`src/rtl/pipe_adder.sv`:
```
`default_nettype none
// ============================================================================
// Module   : pipe_adder
// Purpose  : Pipelined add / accumulate / clear unit with a ready/valid
//            handshake on both sides. The result is computed when an operation
//            is accepted and then carried through STAGES further register
//            stages, so it appears STAGES cycles after acceptance. The whole
//            pipe stalls while the output holds a result nobody takes.
// Ports    : clk, rst_n (async, active-low)
//            in_valid / in_ready      - input handshake
//            a, b [WIDTH]             - operands
//            mode [2]                 - 00 add, 01 accumulate, 10 clear, 11 add
//            out_valid / out_ready    - output handshake
//            y [WIDTH+1], ovf         - result and overflow flag
//            txn_cnt [16]             - results delivered (wraps)
//            err                      - rejected-input pulse (ADDER_XCHECK_EN)
// Options  : ADDER_XCHECK_EN - when defined, accepted operations carrying X/Z
//            on a, b or mode are dropped and err pulses for one cycle.
// Revision : 1.0 - initial release
// ============================================================================
module pipe_adder #(
  parameter int WIDTH  = 3,
  parameter int STAGES = 2,
  parameter int SAT    = 0
) (
  input  logic             clk,
  input  logic             rst_n,
  input  logic             in_valid,
  output logic             in_ready,
  input  logic [WIDTH-1:0] a,
  input  logic [WIDTH-1:0] b,
  input  logic [1:0]       mode,
  output logic             out_valid,
  input  logic             out_ready,
  output logic [WIDTH:0]   y,
  output logic             ovf,
`ifdef ADDER_XCHECK_EN
  output logic             err,
`endif
  output logic [15:0]      txn_cnt
);

  localparam logic [1:0] c_mode_acc = 2'b01;
  localparam logic [1:0] c_mode_clr = 2'b10;

  logic             advance_w;
  logic             accept_w;
  logic             res_vld_w;
  logic [WIDTH+1:0] acc_sum_w;
  logic [WIDTH:0]   res_y_w;
  logic             res_ovf_w;

  logic [WIDTH:0]   acc_d, acc_q;
  logic [STAGES:0]  vld_d, vld_q;
  logic [WIDTH:0]   sy_d [0:STAGES];
  logic [WIDTH:0]   sy_q [0:STAGES];
  logic [STAGES:0]  sovf_d, sovf_q;
  logic [15:0]      txn_cnt_d, txn_cnt_q;

  // Every stage moves together; a held output freezes the entire pipe.
  assign in_ready  = !vld_q[STAGES] || out_ready;
  assign advance_w = in_ready;
  assign accept_w  = in_valid && in_ready;
  assign acc_sum_w = {1'b0, acc_q} + {2'b00, a};

  // Result of the operation currently presented on the inputs.
  always_comb begin
    res_y_w   = '0;
    res_ovf_w = 1'b0;
    case (mode)
      c_mode_acc: begin
        res_ovf_w = acc_sum_w[WIDTH+1];
        if ((SAT != 0) && res_ovf_w) begin
          res_y_w = '1;
        end else begin
          res_y_w = acc_sum_w[WIDTH:0];
        end
      end
      c_mode_clr: begin
        res_y_w = '0;
      end
      default: begin
        // Add, and reserved mode 11 which aliases to add.
        res_y_w = {1'b0, a} + {1'b0, b};
      end
    endcase
  end

`ifdef ADDER_XCHECK_EN
  logic bad_w;
  logic err_d, err_q;

  assign bad_w     = $isunknown({a, b, mode});
  assign res_vld_w = accept_w && !bad_w;
  assign err_d     = accept_w && bad_w;
  assign err       = err_q;

  always_ff @(posedge clk or negedge rst_n) begin
    if (!rst_n) begin
      err_q <= 1'b0;
    end else begin
      err_q <= err_d;
    end
  end
`else
  assign res_vld_w = accept_w;
`endif

  // The accumulator takes the new value at acceptance so that back-to-back
  // accumulates chain without waiting for the pipe. Clear yields res_y_w = 0.
  always_comb begin
    acc_d = acc_q;
    if (res_vld_w && ((mode == c_mode_acc) || (mode == c_mode_clr))) begin
      acc_d = res_y_w;
    end
  end

  // Stage 0 captures the computed result; later stages only shift.
  always_comb begin
    vld_d  = vld_q;
    sovf_d = sovf_q;
    for (int i = 0; i <= STAGES; i++) begin
      sy_d[i] = sy_q[i];
    end
    if (advance_w) begin
      vld_d[0]  = res_vld_w;
      sy_d[0]   = res_y_w;
      sovf_d[0] = res_ovf_w;
      for (int i = 1; i <= STAGES; i++) begin
        vld_d[i]  = vld_q[i-1];
        sy_d[i]   = sy_q[i-1];
        sovf_d[i] = sovf_q[i-1];
      end
    end
  end

  always_comb begin
    txn_cnt_d = txn_cnt_q;
    if (vld_q[STAGES] && out_ready) begin
      txn_cnt_d = txn_cnt_q + 16'd1;
    end
  end

  always_ff @(posedge clk or negedge rst_n) begin
    if (!rst_n) begin
      acc_q     <= '0;
      vld_q     <= '0;
      sovf_q    <= '0;
      txn_cnt_q <= '0;
      for (int i = 0; i <= STAGES; i++) begin
        sy_q[i] <= '0;
      end
    end else begin
      acc_q     <= acc_d;
      vld_q     <= vld_d;
      sovf_q    <= sovf_d;
      txn_cnt_q <= txn_cnt_d;
      for (int i = 0; i <= STAGES; i++) begin
        sy_q[i] <= sy_d[i];
      end
    end
  end

  assign out_valid = vld_q[STAGES];
  assign y         = sy_q[STAGES];
  assign ovf       = sovf_q[STAGES];
  assign txn_cnt   = txn_cnt_q;

endmodule
`default_nettype wire

```
`config.mk`:
```
export PLATFORM = sky130hd
export DESIGN_NAME = pipe_adder
export DESIGN_NICKNAME = d
export VERILOG_FILES = /design/src/rtl/pipe_adder.sv
export SDC_FILE = /design/constraint.sdc
export NUM_CORES = 1
export LEC_CHECK = 0
export ABC_AREA = 0
export BUFFER_PORTS_ARGS = -buffer_cell sky130_fd_sc_hd__buf_4
export CAP_MARGIN = 20
export CORE_ASPECT_RATIO = 0.6
export CORE_UTILIZATION = 49
export DETAILED_ROUTE_END_ITERATION = 8
export PLACE_DENSITY_LB_ADDON = 0.3
export SYNTH_ARGS = -nofsm -noshare
export SYNTH_HDL_FRONTEND = slang
export SYNTH_SLANG_ARGS = --single-unit
```
`constraint.sdc`:
```
create_clock -name clk -period 1.3 [get_ports clk]
set_input_delay 0.195 -clock clk [delete_from_list [all_inputs] [get_ports clk]]
set_output_delay 0.195 -clock clk [all_outputs]
set_load 0.01 [all_outputs]
```
# --- Yosys cells after proc, flatten, opt, wreduce, memory -nomap -nowiden ---
# Cells that the tools add are included.
# Widths: inputs -> output; s select.
word_totals:
  reg_bits: 38
  inputBits: 12
  wordCells: 20
op_classes:
  addsub: 3
  eq_ne: 2
  mux: 2
  n_reduce_logical: 6
ops:
  columns: ["cell", "count"]
  rows:
  - ["$add 16x1->16 const B", 1]
  - ["$pmux 4 s2", 1]
  - ["$add 4x3->5", 1]
  - ["$add 3x3->4", 1]
  - ["$logic_and 1x1->1", 3]
  - ["$eq 2x1->1 const B", 1]
  - ["$eq 2x2->1 const B", 1]
  - ["$logic_or 1x1->1", 2]
  - ["$logic_not 1->1", 1]
  - ["$mux 1", 1]

# --- Longest topological paths before layout ---
# Gate-level depths: netlist (run 1).
depth:
  ltp_word: 4
  mapped_depth: 7

# --- Worst setup path before layout (run 1) ---
# Ideal clock, no wire load.
synth_path:
  path_type: "register -> register"
  start: "reg txn_cnt_q[0] (netlist: txn_cnt[0])"
  end: "reg txn_cnt_q[10] (netlist: txn_cnt[10])"
  setup_ps: 79
  arrival_time_ps: 1377
  t_required_ps: 1221
  setup_slack_ps: -156
  path_stages_with_launch: 6
  period_less_slack_ps: 1456
  path_cell_list: "dfrtp_1 -> ha_1 -> nand3_1 -> or2_4 -> nor4_4 -> xor2_1"
synth_via:
  elab_chain_cells: 1
synth_lines:
  columns: ["element", "line_no", "rtl"]
  rows:
  - ["from (decl)", "58", "logic [15:0] txn_cnt_d, txn_cnt_q;"]
  - ["from (signal assigned)", "157", "txn_cnt_q <= txn_cnt_d;"]
  - ["$add 16x1->16", "140", "txn_cnt_d = txn_cnt_q + 16'd1;"]
# No other way between the ends.
# A chain may end at the register's enable or synchronous reset.

# --- Final worst setup path (run 1) ---
layout_path:
  start: "reg acc_q[0]"
  end: "reg acc_q[2]"
layout_via:
  elab_chain_cells: 2
layout_lines:
  columns: ["element", "line_no", "rtl"]
  rows:
  - ["from (decl)", "53", "logic [WIDTH:0] acc_d, acc_q;"]
  - ["from (signal assigned)", "146", "acc_q <= '0;"]
  - ["from (signal assigned)", "154", "acc_q <= acc_d;"]
  - ["$add 4x3->5", "64", "assign acc_sum_w = {1'b0, acc_q} + {2'b00, a};"]
  - ["$pmux 4 s2", "70", "case (mode)"]
# No other way between the ends.

==> impl_results.md, run 1 <==
* Status: finished with violations
* Failing checks: setup timing
* Mux share of post-synthesis cell area at 1.40%
* Root Driver: clkbuf_8
* Power density cells at 1700 nW/um2
* Yosys reg bits at 38
* Area grow syn2layout at 49.6%
* Post-synthesis xor/xnor area fraction at 7.46%
* Clock Latency Late Sink at 0.30 ns
* Worst Path Required at 1.52 ns
* Internal power at 3150 uW
* Endpoints failing setup at 19
* Via density at 5.18
* Leakage at 0.00141 uW
* Crit path time final at 1.60 ns
* Clock power share at 20.7%
* Max Freq at 624 MHz
* Total grt overflow at 0
* Sequential share of power at 37.1%
* CTS sink count at 38
* Post-Syn Nets at 210
* Clk_skew at 0.00943 ns
* Total negative setup slack at -2.36 ns
* Worst Hold Class: input pin to flip-flop
* Leading area contributor after synthesis: dfrtp_1
* DR pass1 iterations at 4
* Fin. max-slew vios at 0
* Syn Inst Count at 188
* Least-Margin Pin Slew at 0.471 ns
* Buffers on Ports at 34
* Total GRT Usage at 24.7%
* Clock-pin transition on the worst setup and hold timing paths at 0.07 ns
* Die height at 50.0 um
* Largest cells by area after synthesis: dfrtp_1 (51%), nand2_1 (9.0%), ha_1 (5.3%)
* CTS max path bufs at 2
* Die Wd at 82.0 um
* Post-synthesis simple-gate area fraction at 22.2%
* Nets at 282
* Max Cap Viol at 0
* Tot Pwr at 4790 uW
* Crit path DAT at 1.82 ns
* DR iter-0 viols at 83
* Cts bufs inserted at 5
* Primary FF master, synth: dfrtp_1
* Synth Area in Adders at 7.46%
* Vias in the first global route at 1498
* DR vias at 1594
* Post-Synthesis Cell Area at 1880 um2
* Proportion of layout cells with a drive suffix above 1 at 47.9%
* Tcrit/Tclk final at 123%
* Commonest cells post-synth: nand2_1 (45), dfrtp_1 (38), inv_1 (12), a21oi_1 (11), nor2_1 (10)
* Main combinational cell family by area after synthesis: simple AND/OR/NAND/NOR gates
* Max Fanout on Critical Path at 2
* Dominant cell by count in the synthesized netlist: nand2_1
* Crit Path Class: flip-flop to flip-flop
* Combinational Power Share at 42.2%
* Cell variety after synth at 35
* Hold-critical path depth at 3
* Peak supply drop at 0.000964 V
* Syn_area_per_cell at 10.0 um2
* Post-synthesis sequential area ratio at 50.6%
* RSZ-0062 raised after global routing: true
* Setup crit start kind: flip-flop
* Routed length per instance at 15.6 um
* Switching share of power at 34.3%
* FF-to-FF path depth at 7
* Initial antenna violation count at 0
* Fill cells at 225
* CTS tree: yes
* Hold Vio Cnt, Final at 0
* Die area at 4100 um2
* Post-synth ARST share at 100%
* Top cell type's share of synthesized area at 50.6%
* Io pins at 35
* Synth Warn # at 0
* Worst setup EP type: flip-flop
* Setup ws final at -0.303 ns
* Number of H-tree levels at 2
* Row cnt at 17
* First-pass GRT wire length at 7.30 mm
* Synth Area in Compound Gates at 4.99%
* DRT Wirelength at 4.80 mm
* ANT cells at 0
* Worst slew margin at 68.6%
* NetSw at 1640 uW
* Drt drc at 0
* Dpl hpwl at 2.87 mm
* Number of synthesized flops with an enable pin at 0
* Final ANT Viol Nets at 0
* Initial core utilization at 51.4%
* Largest net degree at the start of global routing at 39
* RD Place Congestion at 0.850
* Core area at 3660 um2
## repair_timing
action	4_1_cts	5_1_grt
hold endpoints to repair	38	0
pin swaps	19	14
hold buffers	1	0
gates resized for setup	36	22
setup buffers	10	4
endpoints found under the setup margin	16	29
## cells in the final DEF, fill, tap and decap left out, drive strengths merged, types with 2 or more instances in the layout
| cell | count |
|---|---|
| and2 | 2 |
| o21ai | 2 |
| xnor2 | 9 |
| nor2b | 4 |
| a21oi | 11 |
| clkbuf | 5 |
| dfrtp | 38 |
| mux2 | 2 |
| clkinv | 2 |
| nand2 | 45 |
| and3 | 4 |
| inv | 13 |
| nor2 | 10 |
| nand3 | 5 |
| buf | 73 |
| ha | 8 |
| nor4 | 4 |
| or2 | 2 |
| nand4 | 3 |
| fa | 2 |
| xor2 | 7 |
| nor3 | 2 |
## kinds of logic after synthesis
logic type / Yosys count
AOI/OAI and AO/OA: 17
xor gates and xnor gates: 16
DFF: 38
buffers and inverters: 22
adders and majority gates: 10
muxes: 2
and+or+nand+nor: 83
## worst max-delay path, cell delays in order, from the launching register on
cell,delay [ns]
dfrtp_1,0.36
ha_2,0.19
inv_2,0.04
fa_2,0.37
nor2b_4,0.15
nor4_2,0.20
a21oi_2,0.10
a21oi_1,0.13
## metal layers
| layer | global-route usage (%) | vias up | wire [um] |
|---|---|---|---|
| met5 | 0 | - | 0 |
| li1 | - | 751 | - |
| met2 | 36.1 | 45 | 2240 |
| met3 | 5.37 | 14 | 237 |
| met4 | 9.94 | 0 | 104 |
| met1 | 35.4 | 784 | 2220 |
## cell type report
cell class	instances	area (um2)	area share [%]
repair buffers	74	607	21.6
inverters	13	48.8	1.74
well taps	47	58.8	2.09
clock buffers	5	68.8	2.45
flip-flops and latches	38	955	34.0
multi-input cells	128	1030	36.8
clock inverters	3	40.0	1.42
## sequential cells by signal, indices dropped and copies added, names as in the netlist
signal / cells
txn_cnt: 16
y: 4
vld_q: 3
sy_q: 8
acc_q: 4
sovf_q: 3
## per-stage QoR
stage / util [%] / setup WS (ns) / area, um2 / hold WS (ns) / instances
finish: 76.8 / -0.303 / 2810 / 0.157 / 308
global route: 76.8 / -0.348 / 2810 / 0.166 / 308
CTS: 74.0 / -0.238 / 2710 / 0.127 / 305
detailed placement: 64.9 / -0.277 / 2380 / 0.183 / 288
global placement: 64.9 / -0.218 / 2380 / 0.185 / 288
floorplan: - / -0.145 / 1910 / -0.101 / 188
## power groups by stage
stage | registers, uW | clock network, uW | logic (uW)
5_1_grt | 1810 | 1050 | 2170
4_1_cts | 1760 | 992 | 1780
2_1_floorplan | 1800 | 0 | 765
3_3_place_gp | 1720 | 0 | 1430
3_5_place_dp | 1730 | 0 | 1480
6_report | 1780 | 990 | 2020
## worst paths after layout
path                                       from                 endpoint  slack (ns)
min                                    in_valid     vld_q[0]$_DFFE_PN0N_        0.16
min reg2reg                    y[3]$_DFFE_PN0N_         y[3]$_DFFE_PN0N_        0.47
max                        acc_q[0]$_DFFE_PN0P_     acc_q[2]$_DFFE_PN0P_       -0.30
max reg2reg                acc_q[0]$_DFFE_PN0P_     acc_q[2]$_DFFE_PN0P_       -0.30
min in group asynchronous                 rst_n  txn_cnt[15]$_DFFE_PN0P_        0.40
max in group asynchronous                 rst_n   txn_cnt[4]$_DFFE_PN0P_        0.54
No activity file was read; power rests on OpenSTA's default activity.
==> inputs of run 2 (changes only) <==
- ABC_AREA: 0 -> 1
- CORE_UTILIZATION: 49 -> 45
==> run 2 against run 1 <==
Against the previous run:
- the run still ends with setup timing left
- synthesized cell count increased by 24%
- cell count up 16%
- clock power is 4% higher
- hold slack improved by 0.0034 ns
- critical path depth unchanged
- first-iteration DRC count up 23%
- global-route usage decreased by 5.5 points
- synthesized area grew 5.9%
- core utilization decreased by 12 points
- clock skew down 0.0059 ns
==> impl_results.md, run 2 <==
* Initial core utilization at 47.7%
* Max FFs per register at 16
* FF-to-FF path depth at 7
* Row cnt at 18
* DRT Wirelength at 4.07 mm
* Nets at 318
* Synth Area in Compound Gates at 4.21%
* Proportion of layout cells with a drive suffix above 1 at 31.8%
* Setup crit start kind: flip-flop
* Most frequent cells in the layout: nand2_1 (82), buf_4 (54), dfrtp_1 (38)
* Buffers on Ports at 34
* Max Cap Viol at 0
* Drt drc at 0
* Number of H-tree levels at 2
* DR vias at 1629
* Routed length per instance at 11.4 um
* Commonest cells post-synth: nand2_1 (84), dfrtp_1 (38), inv_1 (32), nor2_1 (12), o21ai_0 (9)
* Post-Syn Nets at 256
* Die height at 53.5 um
* Hold_ws at 0.160 ns
* Dpl hpwl at 2.87 mm
* Peak supply drop at 0.00116 V
* Least-Margin Pin Slew at 0.476 ns
* RD Place Congestion at 0.863
* Post-synthesis xor/xnor area fraction at 4.84%
* Die area at 4700 um2
* Setup ws final at -0.223 ns
* Cell variety after synth at 28
* Worst setup EP type: flip-flop
* Primary FF master, synth: dfrtp_1
* Leading cell type in the layout, fill and taps excluded: nand2_1
* Endpoints failing setup at 11
* DR pass1 iterations at 5
* Synth Area in Adders at 7.04%
* Clock-pin transition on the worst setup and hold timing paths at 0.07 ns
* Tcrit/Tclk final at 117%
* Crit-path slowest cell: dfrtp_1
* Total grt overflow at 0
* Vias in the first global route at 1500
* Fin. max-slew vios at 0
* Root Driver: clkbuf_8
* Max Freq at 656 MHz
* Main combinational cell family by area after synthesis: simple AND/OR/NAND/NOR gates
* ANT cells at 0
* Number of synthesized flops with an enable pin at 0
* Initial antenna violation count at 0
* DR iter-0 viols at 102
* Area grow syn2layout at 35.5%
* RSZ-0062 raised after global routing: true
* Total GRT Usage at 19.2%
* Power density cells at 1540 nW/um2
* Io pins at 35
* Total negative setup slack at -0.947 ns
* Hold EP: vld_q[0]$_DFFE_PN0N_
* Largest net degree at the start of global routing at 39
* Leading area contributor after synthesis: dfrtp_1
* Leakage at 0.00146 uW
* Cts bufs inserted at 5
* Clock Latency Late Sink at 0.29 ns
* Core area at 4170 um2
* Crit path DAT at 1.71 ns
* Final ANT Viol Nets at 0
* Fill cells at 355
* Worst r2r src: acc_q[0]$_DFFE_PN0P_
* Mux share of post-synthesis cell area at 0%
* Hold path startpoint: in_valid
* Worst slew margin at 68.3%
* Crit path time final at 1.52 ns
* Crit Path Class: flip-flop to flip-flop
* Yosys reg bits at 38
* Post-synthesis sequential area ratio at 47.8%
* Pre-CTS setup slack at -0.263 ns
* Reg2reg end: acc_q[2]$_DFFE_PN0P_
* Status: finished with violations
* Worst Path Required at 1.48 ns
* CTS max path bufs at 2
* Top cell type's share of synthesized area at 47.8%
* WP buf/inv at 1
* Critical path, cell by cell: ha_2 > inv_2 > fa_2 > or2_4 > nand3_2 > nand3_1 > o21a_1
* CTS tree: yes
* Post-Synthesis Cell Area at 1990 um2
* Tot Pwr at 4140 uW
* Post-synth ARST share at 100%
* Die Wd at 87.8 um
* Syn Inst Count at 234
* Final instance area at 2700 um2
* Max Fanout on Critical Path at 2
* Post-synthesis simple-gate area fraction at 27.0%
* Sequential Area at 951 um2
* Syn_area_per_cell at 8.50 um2
* Via density at 4.58
* Largest cells by area after synthesis: dfrtp_1 (48%), nand2_1 (16%), inv_1 (6.0%)
* CP delay by family, top: adder cells
* Post-place instance area at 2410 um2
* Reg2reg setup slack at -0.22 ns
* Max incr delay on CP at 0.36 ns
* Hold-critical path depth at 3
* Footprint of the multi-input gates at 922 um2
* CTS sink count at 38
* First-pass GRT wire length at 6.53 mm
* Hold Vio Cnt, Final at 0
* Failing checks: setup timing
* Dominant cell by count in the synthesized netlist: nand2_1
* Synth Warn # at 0
* Clk_skew at 0.00349 ns
* Worst Hold Class: input pin to flip-flop
==> run 2: changes by cell type in the layout (fill, tap and decap cells not counted), moves of 4 or more <==
cell     delta
a21oi_2     -5
buf_4       -6
buf_6       -8
inv_1      +18
nand2_1    +40
nor2_1      +5
o21ai_0     +4
xnor2_1     -5
==> run 2: tightest hold or removal path: cells and delay by family <==
| family | cells | cell delay (ns) |
|---|---|---|
| compound gates | 1 | 0.07 |
| buf+inv | 1 | 0.08 |
| simple gates | 1 | 0.06 |
==> run 2: how the worst max path moves through the flow <==
stage / start / to / depth (start not counted)
floorplan: acc_q[0]$_DFFE_PN0P_ / acc_q[2]$_DFFE_PN0P_ / 7
CTS: acc_q[0]$_DFFE_PN0P_ / acc_q[2]$_DFFE_PN0P_ / 7
finish: acc_q[0]$_DFFE_PN0P_ / acc_q[2]$_DFFE_PN0P_ / 7
global route: acc_q[0]$_DFFE_PN0P_ / acc_q[2]$_DFFE_PN0P_ / 7
detailed placement: a[0] / sy_q[9]$_DFFE_PN0N_ / 6
global placement: a[0] / sy_q[9]$_DFFE_PN0N_ / 6
==> run 2: logic make-up after synthesis <==
family          after synthesis
flops                        38
fa+ha+maj                    10
buf+inv                      40
xor+xnor                     11
simple gates                120
compound gates               15
==> run 2: area by class of cell <==
class                           count  area share [%]
Tap cell                           60            2.78
Sequential cell                    38            35.3
Multi-Input combinational cell    156            34.2
Clock inverter                      1            1.11
Clock buffer                        6            3.06
Timing Repair Buffer               62            19.0
Inverter                           33            4.59
==> run 2: through the flow <==
step	utilization, %	cells
3_5_place_dp	57.9	339
6_report	64.7	356
2_1_floorplan	-	234
3_3_place_gp	57.9	339
5_1_grt	64.7	356
4_1_cts	63.3	354
==> run 2: metal layers <==
| layer | vias to the layer above | wire (um) | GRT usage [%] |
|---|---|---|---|
| met5 | - | 0 | 0 |
| met3 | 6 | 241 | 6.71 |
| li1 | 834 | - | - |
| met2 | 44 | 1580 | 27.5 |
| met4 | 0 | 32 | 4.10 |
| met1 | 745 | 2220 | 27.7 |
==> run 2: what timing repair did <==
| action | CTS | global route |
|---|---|---|
| buffers inserted | 7 | 2 |
| setup endpoints to repair | 10 | 17 |
| pin swaps | 13 | 7 |
| hold buffers | 1 | 0 |
| resized for setup | 9 | 13 |
| endpoints found under the hold margin | 38 | 0 |
==> run 2: report_power, final <==
| part | switching [uW] | internal (uW) |
|---|---|---|
| logic | 731 | 741 |
| registers | 187 | 1460 |
| clock network | 413 | 614 |
| total | 1330 | 2810 |
